`config.mk`:
```
export PLATFORM = sky130hd
export DESIGN_NAME = gray_seq_monitor
export DESIGN_NICKNAME = d
export VERILOG_FILES = /design/src/rtl/gray_mon_pkg.sv /design/src/rtl/gray2bin_w.sv /design/src/rtl/gray_seq_monitor.sv
export SDC_FILE = /design/constraint.sdc
export NUM_CORES = 1
export LEC_CHECK = 0
export BUFFER_PORTS_ARGS = -buffer_cell sky130_fd_sc_hd__buf_4
export CAP_MARGIN = 20
export CORE_UTILIZATION = 25
export DETAILED_ROUTE_END_ITERATION = 6
export SYNTH_ARGS = -nofsm -noshare
export SYNTH_HDL_FRONTEND = slang
export SYNTH_SLANG_ARGS = --single-unit
```
`constraint.sdc`:
```
create_clock -name Clk -period 5.5 [get_ports Clk]
set_clock_uncertainty 0.15 [all_clocks]
set_input_delay 0.55 -clock Clk [delete_from_list [all_inputs] [get_ports Clk]]
set_output_delay 0.55 -clock Clk [all_outputs]
set_load 0.01 [all_outputs]
```
`src/rtl/gray_mon_pkg.sv`:
```
// Shared constants for the Gray sequence monitor: FSM encoding, error codes
// and a width-generic Gray-to-binary helper.
`timescale 1ns/1ps
package gray_mon_pkg;

  localparam logic [1:0] IDLE  = 2'd0;
  localparam logic [1:0] TRACK = 2'd1;
  localparam logic [1:0] FAULT = 2'd2;

  localparam logic [1:0] ERR_NONE = 2'b00;
  localparam logic [1:0] ERR_JUMP = 2'b01;
  localparam logic [1:0] ERR_BACK = 2'b10;
  localparam logic [1:0] ERR_OVF  = 2'b11;

  localparam int G2B_MAXW = 16;

  // Each binary bit is the XOR of all Gray bits at or above it, which is the
  // closed form of b[i] = b[i+1] ^ g[i]; bits at or above w are masked off.
  function automatic logic [G2B_MAXW-1:0] gray2bin(input logic [G2B_MAXW-1:0] g,
                                                  input int unsigned w);
    logic [G2B_MAXW-1:0] gm;
    logic [G2B_MAXW-1:0] b;
    gm = (w >= G2B_MAXW) ? g : (g & ((G2B_MAXW'(1) << w) - G2B_MAXW'(1)));
    b  = '0;
    for (int i = 0; i < G2B_MAXW; i++) b[i] = ^(gm >> i);
    return b;
  endfunction

endpackage

```
`src/rtl/gray2bin_w.sv`:
```
// Combinational W-bit Gray-to-binary converter.
`timescale 1ns/1ps
module gray2bin_w
  import gray_mon_pkg::*;
#(
  parameter int W = 3
) (
  input  logic [W-1:0] gray,
  output logic [W-1:0] bin
);

  logic [G2B_MAXW-1:0] full;

  assign full = gray2bin(G2B_MAXW'(gray), W);
  assign bin  = full[W-1:0];

endmodule

```
`src/rtl/gray_seq_monitor.sv`:
```
// Watches an upstream Gray counter: registered binary, forward-step pulse,
// saturating wrap count and a sticky first-violation code.
`timescale 1ns/1ps
module gray_seq_monitor
  import gray_mon_pkg::*;
#(
  parameter int W         = 3,
  parameter int WCNT_W    = 8,
  parameter int OVF_CHECK = 1
) (
  input  logic              Clk,
  input  logic              Reset,
  input  logic              Clr,
  input  logic [W-1:0]      GrayIn,
  input  logic              OverflowIn,
  output logic [W-1:0]      Bin,
  output logic              Step,
  output logic [WCNT_W-1:0] WrapCount,
  output logic              Error,
  output logic [1:0]        ErrCode
);

  localparam logic [W-1:0] MAXB = '1;

  logic [W-1:0] cur_bin;
  logic [W-1:0] d;
  logic [1:0]   state;
  logic         seen_wrap;
  logic         fwd, back, jump, wrap, seen_nxt, ovf_bad;
  logic [1:0]   code;

  gray2bin_w #(.W(W)) u_g2b (
    .gray (GrayIn),
    .bin  (cur_bin)
  );

  // Bin doubles as the previous sample, so the step size is a plain subtract.
  assign d        = cur_bin - Bin;
  assign fwd      = (d == W'(1));
  assign back     = (d == MAXB);
  assign jump     = !fwd && !back && (d != '0);
  assign wrap     = fwd && (cur_bin == '0);
  assign seen_nxt = seen_wrap | wrap;
  assign ovf_bad  = (OVF_CHECK != 0) && (OverflowIn != seen_nxt);

  always_comb begin
    code = ERR_NONE;
    if (jump)         code = ERR_JUMP;
    else if (back)    code = ERR_BACK;
    else if (ovf_bad) code = ERR_OVF;
  end

  always_ff @(posedge Clk or posedge Reset) begin
    if (Reset) begin
      state     <= IDLE;
      Bin       <= '0;
      Step      <= 1'b0;
      WrapCount <= '0;
      Error     <= 1'b0;
      ErrCode   <= ERR_NONE;
      seen_wrap <= 1'b0;
    end else begin
      Bin  <= cur_bin;
      Step <= 1'b0;
      // Mirror the upstream sticky overflow even while faulted, so a later
      // Clr resumes checking against the flag the counter actually holds.
      if (state != IDLE && wrap) seen_wrap <= 1'b1;
      if (Clr) begin
        state     <= IDLE;
        WrapCount <= '0;
        Error     <= 1'b0;
        ErrCode   <= ERR_NONE;
      end else begin
        case (state)
          IDLE: state <= TRACK;
          TRACK: begin
            if (code != ERR_NONE) begin
              Error   <= 1'b1;
              ErrCode <= code;
              state   <= FAULT;
            end else begin
              Step <= fwd;
              if (wrap && WrapCount != '1) WrapCount <= WrapCount + 1'b1;
            end
          end
          default: ;
        endcase
      end
    end
  end

endmodule

```
### Word level (Yosys, flattened, before mapping)

Cells that the tools add are included.

| storage, ports and cells | value |
|---|---|
| logic and storage cells | 58 |
| input bits | 7 |
| output and inout bits | 15 |
| bits in latches | 0 |
| bits in read-only memories | 0 |
| memories | 0 |
| bits in registers | 18 |
| RAM bits | 0 |

| cells by class | value |
|---|---|
| divide/modulo/power cells | 0 |
| reductions and logical operators | 22 |
| shift-type cells | 0 |
| magnitude comparators | 0 |
| bitwise gates (word level) | 1 |
| equal/unequal tests | 7 |
| multiply operators | 0 |
| multiplexer cells | 19 |
| add/sub/neg operators | 2 |

Operators by type and width:

| kind | number |
|---|---|
| $reduce_xor A16 Y1 | 3 |
| $mux W8 | 4 |
| $mux W2 | 8 |
| $reduce_bool A2 Y1 | 5 |
| $add A8 B1 Y8 const B | 1 |
| $ne A8 B8 Y1 const B | 1 |
| $mux W1 | 6 |
| $reduce_bool A3 Y1 | 2 |
| $logic_and A1 B1 Y1 | 5 |
| $pmux W2 S2 | 1 |
| $reduce_and A2 Y1 | 2 |
| $eq A3 B1 Y1 const B | 1 |
| $eq A3 B3 Y1 const B | 1 |
| $logic_not A3 Y1 | 1 |
| $ne A3 B3 Y1 const B | 1 |
| $reduce_and A3 Y1 | 1 |
| $sub A3 B3 Y3 | 1 |
| $eq A2 B1 Y1 const B | 1 |
| $logic_not A1 Y1 | 2 |
| $logic_not A2 Y1 | 1 |
| $ne A2 B2 Y1 const B | 1 |
| $ne A1 B1 Y1 | 1 |
| $or A1 B1 Y1 | 1 |

### Depth between registers and ports, before layout

Gate-level depths: netlist of run 1.

| depth | value |
|---|---|
| depth after elaboration | 13 |
| depth in mapped cells | 10 |
| gate-level depth less buffers | 9 |

### Modules after synthesis

Synthesis of run 1 repeated with hierarchy kept, for this count alone.

| unflattened totals | value |
|---|---|
| cells, all modules | 112 |
| area total of the unflattened synthesis | 1,136.1 µm² |

By module, submodules not included:

| module | cells each | instances | area an instance (µm²) | sequential area each (µm²) |
|---|---|---|---|---|
| gray_seq_monitor | 109 | 1 | 1,096.1 | 450.4 |
| gray2bin_w | 3 | 1 | 40.0 | 0.0 |

### Least setup slack after synthesis of run 1

Ideal clock, no wire load.

| path | value |
|---|---|
| kind | input-to-reg |
| from | in GrayIn[2] |
| to | reg WrapCount[6] |
| cell stages on the path | 10 |
| data arrival time | 3,024 ps |
| setup slack | 2,249 ps |
| path buffers | 1 |
| path through | xor2_1 xnor2_1 ha_1 inv_1 fa_1 xnor2_1 or4b_4 buf_6 or4_1 a21oi_1 |

| between the ends | value |
|---|---|
| word-level cells in the longest chain between the ends | 12 |

Ends and longest elaborated chain:

| what | RTL line | RTL |
|---|---|---|
| from (decl) | gray_seq_monitor.sv:14 | `input logic [W-1:0] GrayIn,` |
| $reduce_xor A16 Y1 | gray_mon_pkg.sv:25 | `for (int i = 0; i < G2B_MAXW; i++) b[i] = ^(gm >> i);` |
| $sub A3 B3 Y3 | gray_seq_monitor.sv:38 | `assign d = cur_bin - Bin;` |
| $eq A3 B1 Y1 | gray_seq_monitor.sv:39 | `assign fwd = (d == W'(1));` |
| $logic_and A1 B1 Y1 | gray_seq_monitor.sv:42 | `assign wrap = fwd && (cur_bin == '0);` |
| $or A1 B1 Y1 | gray_seq_monitor.sv:43 | `assign seen_nxt = seen_wrap \| wrap;` |
| $ne A1 B1 Y1 | gray_seq_monitor.sv:44 | `assign ovf_bad = (OVF_CHECK != 0) && (OverflowIn != seen_nxt);` |
| $mux W2 | gray_seq_monitor.sv:50 | `else if (ovf_bad) code = ERR_OVF;` |
| $mux W2 | gray_seq_monitor.sv:49 | `else if (back) code = ERR_BACK;` |
| $mux W2 | gray_seq_monitor.sv:48 | `if (jump) code = ERR_JUMP;` |
| $reduce_bool A2 Y1 | gray_seq_monitor.sv:77 | `if (code != ERR_NONE) begin` |
| $ne A2 B2 Y1 (no source line) | n/a |  |
| $reduce_and A3 Y1 (no source line) (*) | n/a |  |
| to (signal assigned) | gray_seq_monitor.sv:83 | `if (wrap && WrapCount != '1) WrapCount <= WrapCount + 1'b1;` |
| to (decl) | gray_seq_monitor.sv:18 | `output logic [WCNT_W-1:0] WrapCount,` |

Every way passes the cells marked *; elsewhere a longest branch is shown, timed or not.
A chain may end at the register's enable or synchronous reset.

### Worst setup path in the final report of run 1

| path | value |
|---|---|
| from | in GrayIn[2] |
| to | reg WrapCount[4] |

| between the ends | value |
|---|---|
| word-level cells in the longest chain between the ends | 12 |

Ends and longest elaborated chain:

| what | RTL line | RTL |
|---|---|---|
| $reduce_xor A16 Y1 (*) | gray_mon_pkg.sv:25 |  |
| via cur_bin[1] | gray_seq_monitor.sv:25 | `logic [W-1:0] cur_bin;` |
| $sub A3 B3 Y3 | gray_seq_monitor.sv:38 |  |
| $eq A3 B1 Y1 | gray_seq_monitor.sv:39 |  |
| $logic_and A1 B1 Y1 | gray_seq_monitor.sv:42 |  |
| $or A1 B1 Y1 | gray_seq_monitor.sv:43 |  |
| $ne A1 B1 Y1 | gray_seq_monitor.sv:44 |  |
| $mux W2 | gray_seq_monitor.sv:50 |  |
| $mux W2 | gray_seq_monitor.sv:49 |  |
| $mux W2 | gray_seq_monitor.sv:48 |  |
| $reduce_bool A2 Y1 | gray_seq_monitor.sv:77 |  |
| $ne A2 B2 Y1 (no source line) | n/a |  |
| $reduce_and A3 Y1 (no source line) (*) | n/a |  |

The timed path passes the listed nets; every way through them passes the cells marked *.

==> flow_summary.yaml, run 1 <==
synth:
  ys_async_sr_fraction_pct: 100
  syn_inst: 102
  ys_seq_area_share_pct: 44.0
  synth.avg_cell_area_um2: 10.0
  synthesis.area_mm2: 0.00102
  syn_nets: 112
  yosysUniqueCellTypes: 37
  ys_warn_count: 0
  synth-edff-count: 0
  synth-seq-cells: 18
  synthFlopType: "dfrtp_1"
cts:
  cts_tree: "built"
  cts.sinks: 18
  postCtsSetupBuffers: 0
  holdBufCountCts: 0
  cts-resized-gates: 0
  path_clk_slew_ns: 0.07
  worstSkewPairLatency_ns: 0.26
  numCtsBuffers: 3
  root_buffer: "clkbuf_8"
  clock_path_buffers: 2
  htreeDepth: 1
setup_path:
  reg2reg_to: "WrapCount[4]"
  worstPathCellList: "buf_4 -> xor2_1 -> xnor2_1 -> ha_1 -> inv_1 -> fa_1 -> xnor2_1 -> or4b_4 -> or4_1 -> a21oi_1"
  critical_path_class: "primary input to register"
  crit_fanout: 14
  cp.arrival_ns: 3.31
  reg2reg_slack_ns: 2.81
  cpLargestDelayFamily: "simple AND/OR/NAND/NOR gates"
  slowest_stage: "or4b_4"
  cp_common_cell: "xnor2_1"
  regToRegStartpoint: "Bin[0]"
  end_kind: "register"
  critPathLaunchType: "primary input"
  path_buf_inv: 2
  cpPeakStageDelay_ns: 0.61
  required_ns: 5.54
  reg2reg_depth: 6
power:
  power_density_mw_per_mm2: 288
  irDropWorstVdd_mv: 0.149
  leakagePower_nw: 0.541
cells_and_area:
  seqCellArea_um2: 450
  n_fill_cell: 398
  stdcell_area_mm2: 0.00127
  drive_gt1_share_pct: 26.0
  antenna_cells: 0
  finalNetCount: 134
  final_cell_mix: "buf_4, dfrtp_1, nor2_1"
  final_common_cell: "buf_4"
  areaGrowthSynthToFinish_pct: 24.2
  multi_input_area_um2: 519
timing:
  rsz0062_at_grt: "false"
  post-route-min-period_ns: 3.27
  max_freq_mhz: 306
  setup_viol: 0
  slew_viol_final: 0
  hold_ws_ns: 0.253
  slew_headroom_pct: 52.4
  fin_crit_sh_pct: 59.4
  finalSetupTns_ns: 0
  worstMarginPinSlew_ns: 0.714
  timing_hold_violations_final: 0
floorplanning:
  die_h_um: 66.0
  die_w_um: 66.0
  rows: 22
  core_mm2: 0.00380
  start_util_pct: 27.0
  pin_count: 22
  dieArea_mm2: 0.00436
detailed_routing:
  drtIter0Drc: 20
  viasPerCell: 5.08
  ant_nets: 0
  wl_per_cell_um: 13.1
  drt-pass1-iter-count: 4
  drc: 0
  vias: 869
  wirelength_mm: 2.23
grt:
  grt_pass1_wl_mm: 3.80
  grt_antenna_before_repair: 0
  track_usage_pct: 11.5
  grt_pass1_vias: 823
  overflow: 0
  grt_max_degree: 19
placed_design:
  portBuffers: 21
  dpl-instance-area_mm2: 0.00122
  routabilityCongestion: 0.725
  hpwl_mm: 1.59
outcome:
  status: "finished clean"
hold_path:
  hp-class: "primary input to async pin"
job:
  drv_cap: 0
-- worst max-delay path by stage --
stage                     startpoint            to  slack [ns]  depth (start not counted)
after floorplan            GrayIn[2]  WrapCount[6]        2.25                         10
after global placement     GrayIn[2]  WrapCount[3]        2.06                         10
after detailed placement   GrayIn[2]  WrapCount[3]        1.97                         10
after CTS                  GrayIn[2]  WrapCount[4]        2.25                         10
after global routing       GrayIn[2]  WrapCount[3]        2.07                         10
final                      GrayIn[2]  WrapCount[4]        2.23                         10
-- power breakdown --
group	internal, W	switching, W	leakage, nW
Combinational	0.0000455	0.0000478	0.274
Sequential	0.000147	0.0000132	0.239
Clock	0.0000638	0.0000485	0.0288
-- per-layer routing --
layer  part of all wire, %  GRT usage (%)  vias to the layer above
li1                      -              -                      409
met1                    42           13.6                      425
met2                    50           19.8                       29
met3                   6.4           3.79                        6
met4                   1.6           3.19                        0
met5                     0              0                        -
-- synth_stat cells (2+ instances only) --
master     n  share of area, %
dfrtp_1   18                44
nor2_1     9               3.3
a21oi_1    8               3.9
inv_1      8               2.9
nand2b_1   5               3.1
o31ai_1    5               3.7
nand2_1    4               1.5
nand3_1    4               2.0
or4_1      4               2.9
a21o_1     2               1.5
ha_1       2               2.4
nand3b_1   2               1.5
nand4_1    2               1.2
nor2b_1    2               1.2
o21ai_0    2              0.98
o41ai_1    2               1.7
or3_2      2               1.5
xnor2_1    2               1.7
-- through the flow --
step,instances,setup WS (ns),total power [W],util (%)
2_1_floorplan,102,2.25,0.000226,-
3_3_place_gp,167,2.06,0.000254,32.0
3_5_place_dp,167,1.97,0.000257,32.0
4_1_cts,171,2.25,0.000371,33.5
5_1_grt,171,2.07,0.000388,33.5
6_report,171,2.23,0.000366,33.5
-- kinds of logic (layout without fill, tap and decap cells) --
family / Yosys count / count (layout) / synth area share, %
AOI/OAI and AO/OA: 23 / 23 / 14.9
DFF: 18 / 18 / 44.0
xor gates and xnor gates: 4 / 4 / 5.13
muxes: 2 / 2 / 2.08
adders and majority gates: 3 / 3 / 4.40
and+or+nand+nor: 40 / 40 / 24.2
buffers and inverters: 12 / 33 / 5.37
-- sequential cells by signal (all words and copies together) (netlist names) --
signal,cells
seen_wrap,1
Bin,3
ErrCode,2
state,2
Error,1
WrapCount,8
Step,1
-- final cells by class --
type / instances / share of cell area (%)
Sequential cell: 18 / 35.4
Tap cell: 48 / 4.72
Timing Repair Buffer: 21 / 12.4
Multi-Input combinational cell: 72 / 40.8
Inverter: 8 / 2.36
Clock buffer: 4 / 4.33
(Power assumes the default switching activity.)
==> run 2: changes to the inputs <==
==> constraint.sdc (replaced) <==
create_clock -name Clk -period 3.2 [get_ports Clk]
set_clock_uncertainty 0.15 [all_clocks]
set_input_delay 0.32 -clock Clk [delete_from_list [all_inputs] [get_ports Clk]]
set_output_delay 0.32 -clock Clk [all_outputs]
set_load 0.01 [all_outputs]
==> flow_summary.yaml, run 2 (synthesized netlist as in run 1, its figures left out) <==
power:
  power_density_mw_per_mm2: 478
  cell_internal_pwr_w: 0.000417
  seqPwrFrac_pct: 45.6
  irDropWorstVdd_mv: 0.250
  p_sw_w: 0.000188
  switching_share_pct: 31.0
  leakagePower_nw: 0.539
  power_frac_comb_pct: 27.2
  pwr-share-clk_pct: 27.2
setup_path:
  slowest_stage: "or4b_4"
  cp.arrival_ns: 2.96
  end_kind: "register"
  worstPathCellList: "buf_4 -> xor2_1 -> xnor2_1 -> ha_1 -> inv_1 -> fa_1 -> xnor2_1 -> or4b_4 -> or4_1 -> a21oi_1"
  cpLargestDelayFamily: "simple AND/OR/NAND/NOR gates"
  cp_common_cell: "xnor2_1"
  required_ns: 3.24
  critPathLaunchType: "primary input"
  critical_path_class: "primary input to register"
  crit_fanout: 14
  path_buf_inv: 2
  cpPeakStageDelay_ns: 0.61
timing:
  timing_hold_violations_final: 0
  fin_crit_sh_pct: 91.3
  max_freq_mhz: 342
  post-route-min-period_ns: 2.92
  fin_ws_ns: 0.277
  hold_ws_ns: 0.0167
  slew_headroom_pct: 53.5
  rsz0062_at_grt: "false"
  setup_viol: 0
  slew_viol_final: 0
  worstMarginPinSlew_ns: 0.696
floorplanning:
  pin_count: 22
  start_util_pct: 27.0
  rows: 22
  core_mm2: 0.00380
  die_w_um: 66.0
  dieArea_mm2: 0.00436
  die_h_um: 66.0
placed_design:
  dp.cells: 168
  hpwl_mm: 1.67
  portBuffers: 21
  dpl-instance-area_mm2: 0.00122
  routabilityCongestion: 0.730
  pre_cts_ws_ns: -0.0199
cts:
  htreeDepth: 1
  root_buffer: "clkbuf_8"
  path_clk_slew_ns: 0.07
  postCtsSetupBuffers: 0
  cts_tree: "built"
  holdBufCountCts: 0
  cts.sinks: 18
  cts-resized-gates: 0
  clock_path_buffers: 2
  numCtsBuffers: 3
  worstSkewPairLatency_ns: 0.26
detailed_routing:
  wirelength_mm: 2.23
  drtIter0Drc: 9
  viasPerCell: 4.95
  ant_nets: 0
  wl_per_cell_um: 13.0
  drt-pass1-iter-count: 3
  vias: 846
  drc: 0
cells_and_area:
  finalNetCount: 135
  stdcell_area_mm2: 0.00127
  largest_register_ff_count: 8
  fin_cells: 171
  areaGrowthSynthToFinish_pct: 23.6
  final_common_cell: "buf_4"
  antenna_cells: 0
  top_regs: "WrapCount: 8 flops, Bin: 3 flops"
  drive_gt1_share_pct: 26.0
  final_cell_mix: "buf_4, dfrtp_1, nor2_1"
  n_fill_cell: 409
  max_flop_register: "WrapCount"
grt:
  track_usage_pct: 11.7
  grt_antenna_before_repair: 0
  grt_pass1_wl_mm: 3.90
  overflow: 0
  grt_pass1_vias: 877
  grt_max_degree: 19
outcome:
  status: "finished clean"
hold_path:
  hp-class: "primary input to async pin"
job:
  drv_cap: 0
## run 2: layout make-up
cell class / instances / area, um^2 / share of cell area [%]
clock buffer: 3 / 41.3 / 3.26
inverter: 8 / 30.0 / 2.37
multi-input combinational: 72 / 519 / 41.0
sequential: 18 / 450 / 35.6
tap: 48 / 60.1 / 4.74
timing repair buffer: 22 / 165 / 13.0
## run 2: final timing paths
| kind | cells past startpoint | startpoint | slack, ns | endpoint |
|---|---|---|---|---|
| setup / recovery | 10 | GrayIn[2] | 0.28 | WrapCount[4] |
| hold / removal | 2 | Reset | 0.02 | WrapCount[3] |
| setup reg to reg | 6 | Bin[0] | 0.51 | WrapCount[4] |
| hold reg to reg | 2 | Error | 0.37 | Error |
| max in group asynchronous | 2 | Reset | 2.44 | ErrCode[0] |
| min in group Clk | 1 | GrayIn[2] | 0.07 | Bin[2] |
## run 2: stage by stage
| step | total power, W | util [%] | setup TNS (ns) |
|---|---|---|---|
| after floorplan | 0.000388 | - | 0 |
| after global placement | 0.000438 | 32.2 | 0 |
| after detailed placement | 0.000446 | 32.2 | -0.0199 |
| after CTS | 0.000611 | 33.3 | 0 |
| after global routing | 0.000640 | 33.3 | 0 |
| final | 0.000605 | 33.3 | 0 |
## run 2: layer usage
metal / up-vias / global-route usage [%] / part of all wire [%]
met4: 0 / 4.26 / 1.1
met3: 4 / 3.62 / 5.1
li1: 409 / - / -
met5: - / 0 / 0
met2: 16 / 19.4 / 50
met1: 417 / 14.1 / 44
## run 2: worst register-to-register path, delay by kind of cell (launching register included)
kind            cells  cell delay, ns
compound gates      1            0.16
fa+ha+maj           2            0.67
buf+inv             1            0.07
flops               1            0.38
simple gates        2            1.18
## run 2: power by group through the flow
stage | sequential, W | clock (W) | combinational, W
after CTS | 0.000275 | 0.000168 | 0.000167
after floorplan | 0.000280 | 0 | 0.000107
after global placement | 0.000278 | 0 | 0.000161
final | 0.000276 | 0.000164 | 0.000164
after detailed placement | 0.000279 | 0 | 0.000167
after global routing | 0.000280 | 0.000175 | 0.000184
